`src/rtl/pipe_ctrl.sv`:
```
// Pipeline controller: per-stage stall/flush, branch redirect, single-level interrupt with EPC, stall counter.
// Latency: stall/flush/redirect/ack are combinational from inputs and state; EPC, ISR flag and counter update on the clock edge.
// Backpressure: the highest requesting stage holds every stage below it; redirects and interrupt takes wait while their stage is held.
module pipe_ctrl #(
    parameter int          STAGES    = 5,
    parameter int          AW        = 32,
    parameter int          BR_STAGE  = 1,
    parameter int          INT_STAGE = 2,
    parameter logic [31:0] INT_VEC   = 32'h8000_0004,
    parameter int          CNT_W     = 16
) (
    input  logic              clk,
    input  logic              rst,
    input  logic [STAGES-1:0] stall_req_i,
    input  logic              br_taken_i,
    input  logic [AW-1:0]     br_addr_i,
    input  logic              int_req_i,
    input  logic              int_en_i,
    input  logic              eret_i,
    input  logic [AW-1:0]     epc_pc_i,
    input  logic              clr_cnt_i,
    output logic [STAGES-1:0] stall_o,
    output logic [STAGES-1:0] flush_o,
    output logic              redirect_o,
    output logic [AW-1:0]     redirect_addr_o,
    output logic              int_ack_o,
    output logic              in_isr_o,
    output logic [AW-1:0]     epc_o,
    output logic [CNT_W-1:0]  stall_cnt_o
);

    localparam logic [STAGES-1:0] BR_MASK   = STAGES'((1 << BR_STAGE) - 1);
    localparam logic [STAGES-1:0] INT_MASK  = STAGES'((1 << INT_STAGE) - 1);
    localparam logic [AW-1:0]     INT_VEC_A = AW'(INT_VEC);

    typedef enum logic [1:0] {IDLE, PEND, ISR} state_t;

    state_t            state_q, state_d;
    logic [AW-1:0]     epc_q;
    logic [CNT_W-1:0]  cnt_q;
    logic [STAGES-1:0] req_stall;
    logic              br_vld;
    logic              take;
    logic              ret;

    // A stage is held when it or any later stage requests a stall.
    always_comb begin
        req_stall = '0;
        for (int i = 0; i < STAGES; i++) begin
            req_stall[i] = |(stall_req_i >> i);
        end
    end

    always_comb begin
        state_d         = state_q;
        stall_o         = '0;
        flush_o         = '0;
        redirect_o      = 1'b0;
        redirect_addr_o = '0;
        int_ack_o       = 1'b0;
        br_vld          = 1'b0;
        take            = 1'b0;
        ret             = 1'b0;
        if (rst) begin
            stall_o = req_stall;
            br_vld  = br_taken_i & ~req_stall[BR_STAGE];
            take    = (state_q == PEND) & ~req_stall[INT_STAGE] & ~br_vld & int_en_i;
            ret     = (state_q == ISR) & eret_i & ~req_stall[INT_STAGE] & ~br_vld;

            if (br_vld) begin
                stall_o         = stall_o & ~BR_MASK;
                redirect_o      = 1'b1;
                redirect_addr_o = br_addr_i;
            end else if (take) begin
                stall_o         = stall_o & ~INT_MASK;
                redirect_o      = 1'b1;
                redirect_addr_o = INT_VEC_A;
                int_ack_o       = 1'b1;
            end else if (ret) begin
                stall_o         = stall_o & ~INT_MASK;
                redirect_o      = 1'b1;
                redirect_addr_o = epc_q;
            end

            // Bubble goes into the first stage after the held block.
            for (int i = 1; i < STAGES; i++) begin
                flush_o[i] = stall_o[i-1] & ~stall_o[i];
            end
            if (br_vld) begin
                flush_o = flush_o | BR_MASK;
            end else if (take || ret) begin
                flush_o = flush_o | INT_MASK;
            end

            case (state_q)
                IDLE:    if (int_req_i && int_en_i) state_d = PEND;
                PEND:    if (take) state_d = ISR;
                ISR:     if (ret) state_d = IDLE;
                default: state_d = IDLE;
            endcase
        end
    end

    always_ff @(posedge clk or negedge rst) begin
        if (!rst) begin
            state_q <= IDLE;
            epc_q   <= '0;
            cnt_q   <= '0;
        end else begin
            state_q <= state_d;
            if (take) begin
                epc_q <= epc_pc_i;
            end
            if (clr_cnt_i) begin
                cnt_q <= '0;
            end else if (stall_o[0] && (cnt_q != {CNT_W{1'b1}})) begin
                cnt_q <= cnt_q + CNT_W'(1);
            end
        end
    end

    assign in_isr_o    = (state_q == ISR);
    assign epc_o       = epc_q;
    assign stall_cnt_o = cnt_q;

endmodule

```
`config.mk`:
```
export PLATFORM = sky130hd
export DESIGN_NAME = pipe_ctrl
export DESIGN_NICKNAME = d
export VERILOG_FILES = /design/src/rtl/pipe_ctrl.sv
export SDC_FILE = /design/constraint.sdc
export NUM_CORES = 1
export LEC_CHECK = 0
export BUFFER_PORTS_ARGS = -buffer_cell sky130_fd_sc_hd__buf_2
export CAP_MARGIN = 20
export CELL_PAD_IN_SITES_DETAIL_PLACEMENT = 1
export CELL_PAD_IN_SITES_GLOBAL_PLACEMENT = 1
export CORE_MARGIN = 3
export CORE_UTILIZATION = 33
export CTS_CLUSTER_DIAMETER = 60
export DETAILED_ROUTE_END_ITERATION = 8
export PLACE_DENSITY = 0.88
export SYNTH_ARGS = -nofsm -noshare
export SYNTH_HDL_FRONTEND = slang
export SYNTH_SLANG_ARGS = --single-unit
```
`constraint.sdc`:
```
create_clock -name clk -period 4.3 [get_ports clk]
set_input_delay 0 -clock clk [delete_from_list [all_inputs] [get_ports clk]]
set_output_delay 0 -clock clk [all_outputs]
set_load 0.05 [all_outputs]
```
==> Word level (Yosys, flattened, before mapping) <==
Cells that the tools add are included.
{ "totals": {"input_bits": 76, "latchBits": 0, "rom_bits": 0, "mem_count": 0, "output_inout_bits": 93, "ramBits": 0, "regBits": 50, "wordCells": 64} }
{ "classes": {"bitwise_logic": 18, "mux": 26, "reduce_logical": 10, "eq_ne": 6, "shift": 0, "n_div": 0, "n_lt_le_gt_ge": 0, "n_addsub": 1, "multipliers": 0} }
{ "ops": {"columns": ["operator", "count"], "rows": [
  ["$mux W32", 4],
  ["$mux W16", 2],
  ["$add A16 B1 Y16 const B", 1],
  ["$mux W2", 8],
  ["$ne A16 B16 Y1 const B", 1],
  ["$mux W5", 3],
  ["$and A1 B1 Y1", 11],
  ["$mux W1", 8],
  ["$not A1 Y1", 7],
  ["$pmux W2 S3", 1],
  ["$reduce_or A5 Y1", 1],
  ["$ne A2 B1 Y1 const B", 2],
  ["$reduce_and A4 Y1", 1],
  ["$reduce_or A4 Y1", 1],
  ["$reduce_or A3 Y1", 1],
  ["$eq A2 B1 Y1 const B", 1],
  ["$eq A2 B2 Y1 const B", 1],
  ["$logic_and A1 B1 Y1", 2],
  ["$logic_not A2 Y1", 1],
  ["$ne A2 B2 Y1 const B", 1],
  ["$reduce_bool A2 Y1", 1],
  ["$reduce_or A2 Y1", 1],
  ["$logic_or A1 B1 Y1", 1]
]} }

==> Logic depth before layout (Yosys ltp) <==
Gate-level depths: netlist of run 1.
{ "logic_depth": {"ltp_word": 14, "ltp_mapped": 7, "depth_no_buf": 6} }

==> Worst setup path after synthesis of run 1 <==
No wires, ideal clock.
{ "synth_timing": {"kind": "register to output", "startpoint": "reg state_q[1]", "endpoint": "out flush_o[1]", "slack_ns": 2.159, "path_buffers": 0, "arrival_time_ns": 2.141, "path_stages_with_launch": 4, "required_ns": 4.300, "cell_sequence": "dfrtp_1 nor2b_1 a21oi_1 a21oi_1"} }
{ "synth_between": {"elab_chain_len": 13, "elab_cells_between_ends": 18, "classes_between": "eq/ne (2); mux (7); bitwise (8); reduce/logical (1)"} }
{ "synth_rtl": {"columns": ["element", "line", "rtl"], "rows": [
  ["start: declaration", "38", "state_t state_q, state_d;"],
  ["start signal: assignment", "110", "state_q <= state_d;"],
  ["$eq A2 B2 Y1 *", null, null],
  ["via in_isr_o", "27", "output logic in_isr_o,"],
  ["$and A1 B1 Y1 * (3 in series)", "68", "ret = (state_q == ISR) & eret_i & ~req_stall[INT_STAGE] & ~br_vld;"],
  ["$mux W2", "79", "end else if (ret) begin"],
  ["$mux W2", "74", "end else if (take) begin"],
  ["$mux W2", "70", "if (br_vld) begin"],
  ["$mux W5", "64", "if (rst) begin"],
  ["$not A1 Y1", "87", "flush_o[i] = stall_o[i-1] & ~stall_o[i];"],
  ["$and A1 B1 Y1", "87", null],
  ["$mux W2", "91", "end else if (take || ret) begin"],
  ["$mux W2 *", "89", "if (br_vld) begin"],
  ["$mux W5 *", "64", null],
  ["end: declaration", "23", "output logic [STAGES-1:0] flush_o,"]
]} }
The timed path passes the listed nets; every way through them passes the cells marked *. The select of a mux whose other input is x is not followed.

==> Worst setup path in the final report of run 1 <==
{ "layout_timing": {"startpoint": "reg state_q[0]", "endpoint": "out redirect_addr_o[14]"} }
{ "layout_between": {"elab_chain_len": 8, "elab_cells_between_ends": 12, "classes_between": "eq/ne (2); mux (4); bitwise (6)"} }
{ "layout_rtl": {"columns": ["element", "line", "rtl"], "rows": [
  ["$eq A2 B2 Y1", "68", null],
  ["$and A1 B1 Y1 (3 in series)", "68", null],
  ["$mux W32", "79", null],
  ["$mux W32 *", "74", null],
  ["$mux W32 *", "70", null],
  ["$mux W32 *", "64", null],
  ["end: declaration", "25", "output logic [AW-1:0] redirect_addr_o,"]
]} }
Every way passes the cells marked *; elsewhere a longest branch is shown, timed or not.

==> results of run 1 <==
layer usage:
layer	wire (µm)	GRT usage (%)	vias up
li1	-	-	1424
met1	4223	25.82	1510
met2	5531	39.89	119
met3	706	4.671	13
met4	156	5.147	2
met5	7	0	-
power by group through the flow:
stage	Clock [mW]	Combinational (mW)	Sequential [mW]
after detailed placement	0	0.758	0.687
after global routing	0.376	0.820	0.696
final	0.335	0.781	0.681
after global placement	0	0.739	0.679
after floorplan	0	0.169	1.05
after CTS	0.353	0.783	0.678
path summary, 6_finish.rpt:
| kind | startpoint | end | slack, ns | depth (start not counted) |
|---|---|---|---|---|
| hold / removal | clr_cnt_i | stall_cnt_o[10]$_DFFE_PN0P_ | 0.06 | 2 |
| hold reg to reg | epc_o[7]$_DFFE_PN0P_ | epc_o[7]$_DFFE_PN0P_ | 0.52 | 1 |
| max in group asynchronous | rst | epc_o[21]$_DFFE_PN0P_ | 3.29 | 3 |
| setup / recovery | state_q[0]$_DFFE_PN0P_ | redirect_addr_o[14] | 1.70 | 6 |
| setup reg to reg | state_q[1]$_DFFE_PN0P_ | epc_o[1]$_DFFE_PN0P_ | 2.00 | 4 |
| min in group asynchronous | rst | stall_cnt_o[10]$_DFFE_PN0P_ | 0.09 | 2 |
state kept, by name, indices dropped and copies added, names as in the netlist:
register / flops
epc_o: 32
stall_cnt_o: 16
state_q: 2
layout make-up:
type / instances / share of cell area, %
clock buffers: 6 / 1.729
well taps: 105 / 3.131
clock inverters: 2 / 0.8945
repair buffers: 206 / 28.86
multi-input cells: 210 / 34.94
flip-flops and latches: 50 / 29.82
inverters: 7 / 0.6261
per-stage QoR:
step	hold WS (ns)	std cells
CTS	0.05325	586
global route	0.07367	586
detailed placement	-0.1140	544
finish	0.06083	586
floorplan	-0.2956	286
global placement	-0.1196	544
worst max-delay path, stage by stage, from the launching register on:
cell,delay [ns]
dfrtp_1,0.46
nand3b_1,0.29
nor3_4,0.59
buf_4,0.37
a22oi_1,0.13
nor2_1,0.15
buf_2,0.29
cell families after synthesis:
group / synth area share (%)
adders and majority gates: 0.4430
xor gates and xnor gates: 2.791
buffers and inverters: 3.987
AOI/OAI and AO/OA: 17.01
DFF: 44.31
muxes: 13.51
and+or+nand+nor: 17.94
cells in the final DEF, fill, tap and decap left out, drive strengths merged, types with 4 or more instances in the layout:
cell         Yosys  final
a211oi           4      4
a21oi           11     11
a22oi           30     30
and2             5      5
buf             11    172
clkbuf           8      6
dfrtp           50     50
dlygate4sd3      0     34
inv              7      7
mux2            33     33
nand2           14     14
nand3            5      5
nand4            4      4
nor2            50     50
nor2b            5      5
nor3             4      4
o21ai            6      6
or3              4      4
xnor2            9      9
==> metrics.cfg, run 1 <==
[outcome]
status = finished clean

[cells_and_area]
area_growth_pct = 48.60
regArea_mm2 = 0.001251
multi_input_area_mm2 = 0.001466
nets = 557
finish.utilization_pct = 50.82
postLayoutCellArea_mm2 = 0.004197
antenna_cells = 0
nFillCells = 973
drive_above_1_share_pct = 41.58

[yosys]
yosysTopAreaCell = dfrtp_1
ys_top_cells_by_area = dfrtp_1 (44%), mux2_1 (10%), a22oi_1 (8.0%)
synth_edf_count = 0
syn_inst = 286
synth_seq_cells = 50
synthFlopType = dfrtp_1
syn_nets = 363
ys_top_cells_by_count = dfrtp_1 (50), nor2_1 (49), a22oi_1 (30)
yosys_warnings = 0
ys_seq_area_share_pct = 44.31
async_flop_share_pct = 100.0
synth.most_common_cell = dfrtp_1
syn_area_per_cell_um2 = 9.874
synth_area_mm2 = 0.002824
synth_top_area_share_pct = 44.31
synth_cell_types = 46

[sta]
min_period_over_period_pct = 60.49
tightest_slew_ns = 0.8744
grt_setup_unrepaired = no
max_freq_mhz = 384.5
slew_violations = 0
setup_viol_count_final = 0
max_slew_margin_pct = 41.64
fin_ws_ns = 1.699
clock_skew_ns = 0.01253
final.min_clock_period_ns = 2.601
hold_violations = 0
setup_tns_ns = 0

[flow_run]
drv_cap = 0

[power_and_ir_drop]
clockPowerShare_pct = 18.6
pwr-share-comb_pct = 43.4
power_mw = 1.797
ir_drop_mv = 0.1479
p_switching_mw = 0.8331
powerDensity_mw_per_mm2 = 428.2
switching_share_pct = 46.36
p_int_mw = 0.9641
power_leakage_nw = 2.148
seq_power_share_pct = 37.9

[worst_setup_path]
arrival_ns = 2.60
cp_max_fo = 18
crit_path_start_kind = flip-flop
end_kind = primary output
path_class = flip-flop to primary output
required_ns = 4.30

[grt]
grt_max_degree = 50
overflow = 0
grt_usage_pct = 21.73
antenna_found_initial = 1
grt_pass1_vias = 3308
grt_pass1_wl_mm = 17.19

[die]
die_area_mm2 = 0.009703
core_mm2 = 0.008258
placementRows = 33
initial_core_util_pct = 34.20
die_y_um = 98.51
die_w_um = 98.51
io_pins = 169

[clocking]
ctsHtreeMaxLevel = 2
clockRootBuffer = clkbuf_8
cts_tree = done
numCtsBuffers = 5
clk_pin_slew_ns = 0.10
insertion_delay_ns = 0.31
ctsHoldBuffers = 34
ctsLongestPathBuffers = 2
cts.sinks = 50
cts_resized = 0
cts_setup_buffers = 0

[routing]
drt-total-wl_mm = 10.63
via_per_inst = 5.235
wire_per_inst_um = 18.13
dr.pass1.iters = 5
drc = 0
ant_nets = 0
vias = 3068
drt_iter0_markers = 119

[placed_design]
place_area_mm2 = 0.003746
gp_congestion = 0.7558
io_buffers = 168
dp_slack_ns = 1.942
dp_hpwl_mm = 7.351

[worst_hold_path]
hold_path_class = primary input to flip-flop

Note: power is estimated with default switching activity, not from simulation.
==> inputs of run 2 (changes only) <==
--- a/config.mk
+++ b/config.mk
@@ -5,15 +5,16 @@
 export SDC_FILE = /design/constraint.sdc
 export NUM_CORES = 1
 export LEC_CHECK = 0
+export ABC_AREA = 1
 export BUFFER_PORTS_ARGS = -buffer_cell sky130_fd_sc_hd__buf_2
 export CAP_MARGIN = 20
 export CELL_PAD_IN_SITES_DETAIL_PLACEMENT = 1
 export CELL_PAD_IN_SITES_GLOBAL_PLACEMENT = 1
 export CORE_MARGIN = 3
-export CORE_UTILIZATION = 33
+export CORE_UTILIZATION = 30
 export CTS_CLUSTER_DIAMETER = 60
 export DETAILED_ROUTE_END_ITERATION = 8
-export PLACE_DENSITY = 0.88
+export PLACE_DENSITY = 0.83
 export SYNTH_ARGS = -nofsm -noshare
 export SYNTH_HDL_FRONTEND = slang
 export SYNTH_SLANG_ARGS = --single-unit
==> constraint.sdc (replaced) <==
create_clock -name clk -period 2.5 [get_ports clk]
set_input_delay 0 -clock clk [delete_from_list [all_inputs] [get_ports clk]]
set_output_delay 0 -clock clk [all_outputs]
set_load 0.05 [all_outputs]
==> run 2 against run 1 <==
Against the previous run:
- register-to-register slack got worse by 1.3 ns
- highest routed layer is now met4
- area after synthesis increased by 13%
- total power increased by 88%
- combinational power increased by 97%
==> metrics.cfg, run 2 <==
[worst_hold_path]
hold_path_class = primary input to async pin

[sta]
max_slew_margin_pct = 63.31
max_freq_mhz = 449.8
min_period_over_period_pct = 88.94
setup_viol_count_final = 0
setup_tns_ns = 0
hold_violations = 0
slew_violations = 0
final.min_clock_period_ns = 2.223
clock_skew_ns = 0.01421
grt_setup_unrepaired = no
tightest_slew_ns = 0.5495

[routing]
dr.pass1.iters = 4
ant_nets = 0
vias = 3807
drt-total-wl_mm = 12.14
via_per_inst = 4.795
drc = 0
drt_iter0_markers = 159
wire_per_inst_um = 15.29

[power_and_ir_drop]
clockPowerShare_pct = 17.8
p_int_mw = 1.698
power_leakage_nw = 2.583
p_switching_mw = 1.682
pwr-share-comb_pct = 45.5
switching_share_pct = 49.76
powerDensity_mw_per_mm2 = 738.0
ir_drop_mv = 0.4057
seq_power_share_pct = 36.7

[yosys]
ys_top_cells_by_area = dfrtp_1 (39%), nand2_1 (26%), a21oi_1 (5.0%)
synth_seq_cells = 50
syn_area_per_cell_um2 = 6.863
syn_nets = 543
yosys_warnings = 0
ys_seq_area_share_pct = 39.12
async_flop_share_pct = 100.0
synth_top_area_share_pct = 39.12
synth_edf_count = 0
synthFlopType = dfrtp_1
synth_cell_types = 30
ys_top_cells_by_count = nand2_1 (220), dfrtp_1 (50), inv_1 (34)
yosysTopAreaCell = dfrtp_1
syn_inst = 466
synth_area_mm2 = 0.003198
synth.most_common_cell = nand2_1

[clocking]
cts_setup_buffers = 0
clockRootBuffer = clkbuf_8
cts.sinks = 50
clk_pin_slew_ns = 0.09
numCtsBuffers = 5
ctsHtreeMaxLevel = 2
cts_tree = done
ctsLongestPathBuffers = 2
insertion_delay_ns = 0.31

[placed_design]
dp_hpwl_mm = 8.802
io_buffers = 168
gp_congestion = 0.8059
place_inst = 753

[die]
die_w_um = 109.3
die_area_mm2 = 0.01194
io_pins = 169
placementRows = 37
core_mm2 = 0.01032
initial_core_util_pct = 30.98
die_y_um = 109.3

[grt]
grt_pass1_vias = 3960
grt_pass1_wl_mm = 18.86
overflow = 0
antenna_found_initial = 0
grt_max_degree = 34
grt_usage_pct = 19.87

[cells_and_area]
area_growth_pct = 43.19
largest_register_ffs = 32
antenna_cells = 0
final_cells = 794
final_cell_mix = nand2_1 (220), buf_2 (168), dfrtp_1 (50), inv_1 (34), dlygate4sd3_1 (33)
drive_above_1_share_pct = 31.91
final_common_cell = nand2_1
nets = 734
finish.utilization_pct = 44.36

[worst_setup_path]
crit_path_start_kind = flip-flop
end_kind = primary output
required_ns = 2.50
path_class = flip-flop to primary output
cp_max_fo = 32
arrival_ns = 2.22

[outcome]
status = finished clean

[flow_run]
drv_cap = 0

[run 2: changes by cell type in the layout (fill, tap and decap cells not counted), sizes merged, moves of 30 or more]
cell   delta
inv      +32
nand2   +211
nand3    +34
mux2     -33
a22oi    -30
[run 2: cell type report]
class	instances	area [µm²]
well taps	136	170.2
multi-input cells	355	1683
clock buffers	5	68.82
flip-flops and latches	50	1251
clock inverters	3	47.55
repair buffers	207	1216
inverters	38	142.6
fillers	1373	5744
[run 2: repair_timing]
item,4_1_cts,5_1_grt
gates resized for setup,0,0
hold buffers,33,0
hold endpoints to repair,82,0
[run 2: metal layers]
| metal | part of all wire, % | vias to the layer above | GRT usage (%) |
|---|---|---|---|
| met5 | 0 | - | 0 |
| met4 | 1.6 | 0 | 5.610 |
| met3 | 6.2 | 18 | 2.724 |
| met2 | 51 | 136 | 38.38 |
| met1 | 41 | 1807 | 22.53 |
| li1 | - | 1846 | - |
[run 2: worst max-delay path, stage by stage, from the launching register on]
cell and delay [ns]:
dfrtp_1 0.44, inv_1 0.07, nand3_1 0.07, nor2_2 0.15
nand2_4 0.08, inv_2 0.42, nand2_1 0.10, a31oi_1 0.26
buf_2 0.33
[run 2: logic make-up after synthesis]
logic type	count (synthesis)	share of synthesized area (%)
adders and majority gates	1	0.3912
DFF	50	39.12
xor gates and xnor gates	4	1.096
and+or+nand+nor	310	44.56
buffers and inverters	61	8.255
AOI/OAI and AO/OA	40	6.573
[run 2: path summary, 6_finish.rpt]
path / from / endpoint / slack [ns] / cells past startpoint
worst max-delay path: state_q[0]$_DFFE_PN0P_ / redirect_addr_o[31] / 0.28 / 8
worst min-delay path: rst / state_q[1]$_DFFE_PN0P_ / 0.07 / 2
worst max register to register: stall_cnt_o[0]$_DFFE_PN0P_ / stall_cnt_o[13]$_DFFE_PN0P_ / 0.70 / 9
worst min register to register: epc_o[23]$_DFFE_PN0P_ / epc_o[23]$_DFFE_PN0P_ / 0.52 / 2
max in group asynchronous: rst / epc_o[16]$_DFFE_PN0P_ / 1.80 / 3
min in group clk: int_req_i / state_q[0]$_DFFE_PN0P_ / 0.18 / 5
[run 2: power by group through the flow]
| stage | Sequential [mW] | Combinational [mW] | Clock (mW) |
|---|---|---|---|
| 2_1_floorplan | 1.96 | 0.348 | 0 |
| 4_1_cts | 1.23 | 1.55 | 0.621 |
| 3_5_place_dp | 1.25 | 1.50 | 0 |
| 5_1_grt | 1.27 | 1.63 | 0.658 |
| 6_report | 1.24 | 1.54 | 0.601 |
| 3_3_place_gp | 1.24 | 1.47 | 0 |
[run 2: through the flow]
| step | worst slack, ns | instance area [µm²] | hold slack, ns | power (mW) |
|---|---|---|---|---|
| after floorplan | 0.5898 | 3198 | -0.2956 | 2.305 |
| after global placement | 0.6525 | 4133 | -0.1451 | 2.706 |
| after detailed placement | 0.5848 | 4133 | -0.1453 | 2.751 |
| after CTS | 0.2168 | 4579 | 0.06549 | 3.404 |
| after global routing | 0.02997 | 4579 | 0.06090 | 3.561 |
| final | 0.2765 | 4579 | 0.07352 | 3.379 |
==> inputs of run 3 (changes only) <==
--- a/config.mk
+++ b/config.mk
@@ -15,6 +15,8 @@
 export CTS_CLUSTER_DIAMETER = 60
 export DETAILED_ROUTE_END_ITERATION = 8
 export PLACE_DENSITY = 0.83
+export REMOVE_ABC_BUFFERS = 1
+export SKIP_CTS_REPAIR_TIMING = 1
 export SYNTH_ARGS = -nofsm -noshare
 export SYNTH_HDL_FRONTEND = slang
 export SYNTH_SLANG_ARGS = --single-unit
==> run 3 against run 2 <==
Against the previous run:
- sequential share of layout area is 0.082 points lower
- final cell count down 0.13%
- sequential power barely moved
- non-clock buffer count is 1 lower
- clock-buffer cell count unchanged
- die area is the same
- final area grew 0.30%
- maximum frequency decreased by 6.3%
- global-route usage is 1.1 points lower
- register-to-register slack worse by 0.05 ns
- routed wire length increased by 2.5%
- combinational power is essentially flat
- largest cell class unchanged
- highest routed layer unchanged
==> metrics.cfg, run 3 (synthesized netlist as in run 2, its figures left out) <==
[placed_design]
gp_congestion = 0.8358
io_buffers = 168
dp_hpwl_mm = 8.785
place_inst = 751

[power_and_ir_drop]
powerDensity_mw_per_mm2 = 739.3
ir_drop_mv = 0.3667
power_leakage_nw = 2.583
power_mw = 3.396

[cells_and_area]
antenna_cells = 0
drive_above_1_share_pct = 31.81
area_growth_pct = 43.62
final_cell_mix = nand2_1 (220), buf_2 (168), dfrtp_1 (50), inv_1 (34), dlygate4sd3_1 (33)
nFillCells = 1369
final_cells = 793
largest_register_ffs = 32
nets = 733
final_common_cell = nand2_1

[grt]
grt_max_degree = 48
grt_pass1_vias = 3595
overflow = 0
antenna_found_initial = 0
grt_pass1_wl_mm = 17.88
grt_usage_pct = 18.74

[die]
initial_core_util_pct = 30.98
io_pins = 169
placementRows = 37
die_area_mm2 = 0.01194
die_w_um = 109.3
die_y_um = 109.3
core_mm2 = 0.01032

[clocking]
ctsLongestPathBuffers = 2
ctsHtreeMaxLevel = 2
cts.sinks = 50
numCtsBuffers = 5
cts_tree = done
insertion_delay_ns = 0.31
clk_pin_slew_ns = 0.10
clockRootBuffer = clkbuf_8

[worst_setup_path]
crit_path_start_kind = flip-flop
path_cells = inv_1, nand3_1, nor2_2, nand2_4, inv_2, nand2_1, a21oi_1, buf_2
required_ns = 2.50
path_delay_family = buffers and inverters
path_class = flip-flop to primary output
arrival_ns = 2.37
path_buf_inv = 3
cp_max_fo = 32
critical_path.max_stage_delay_ns = 0.45
cp_slowest_cell = dfrtp_1
end_kind = primary output

[routing]
wire_per_inst_um = 15.69
drt_iter0_markers = 242
drt-total-wl_mm = 12.44
dr.pass1.iters = 4
via_per_inst = 4.826
drc = 0
ant_nets = 0
vias = 3827

[worst_hold_path]
hold_path_class = primary input to async pin

[sta]
setup_viol_count_final = 0
final.min_clock_period_ns = 2.373
tightest_slew_ns = 0.6238
clock_skew_ns = 0.01389
hold_violations = 0
max_freq_mhz = 421.5
min_period_over_period_pct = 94.91
max_slew_margin_pct = 58.41
slew_violations = 0

[outcome]
status = finished clean

[flow_run]
drv_cap = 0

run 3: cell type report:
type	instances	area (µm²)	area share (%)
Clock buffer	5	68.82	1.498
Clock inverter	3	48.80	1.062
Inverter	38	142.6	3.105
Multi-Input combinational cell	355	1683	36.64
Sequential cell	50	1251	27.24
Tap cell	136	170.2	3.705
Timing Repair Buffer	206	1229	26.75
run 3: path summary, 6_finish.rpt:
check / from / end / slack [ns] / cells past startpoint
min in group clk: int_req_i / state_q[0]$_DFFE_PN0P_ / 0.17 / 5
max: state_q[0]$_DFFE_PN0P_ / redirect_addr_o[21] / 0.13 / 8
max reg2reg: stall_cnt_o[0]$_DFFE_PN0P_ / stall_cnt_o[15]$_DFFE_PN0P_ / 0.65 / 9
min: rst / state_q[0]$_DFFE_PN0P_ / 0.13 / 2
max in group asynchronous: rst / stall_cnt_o[11]$_DFFE_PN0P_ / 1.46 / 3
min reg2reg: epc_o[3]$_DFFE_PN0P_ / epc_o[3]$_DFFE_PN0P_ / 0.51 / 2
run 3: stage by stage:
step / hold WS (ns) / setup WS (ns) / utilization [%] / cell area (µm²) / setup TNS (ns)
after global placement: -0.1021 / 0.6094 / 39.89 / 4118 / 0
after global routing: 0.1348 / -0.01020 / 44.49 / 4593 / -0.01020
after CTS: -0.4423 / 0.1590 / 41.03 / 4235 / 0
after detailed placement: -0.1046 / 0.5112 / 39.89 / 4118 / 0
after floorplan: -0.2956 / 0.3866 / - / 3077 / 0
final: 0.1310 / 0.1273 / 44.49 / 4593 / 0
run 3: power by group:
part	total, mW	switching, mW	internal (mW)
combinational	1.56	1.19	0.363
sequential	1.24	0.206	1.03
clock	0.603	0.297	0.305
total	3.40	1.70	1.70
run 3: layer usage:
metal / up-vias / routed length, µm / GRT usage, % / share of wire, %
li1: 1839 / - / - / -
met1: 1856 / 5222 / 21.87 / 42
met2: 126 / 6262 / 35.22 / 50
met3: 6 / 882 / 4.677 / 7.1
met4: 0 / 74 / 2.582 / 0.59
met5: - / 0 / 0 / 0
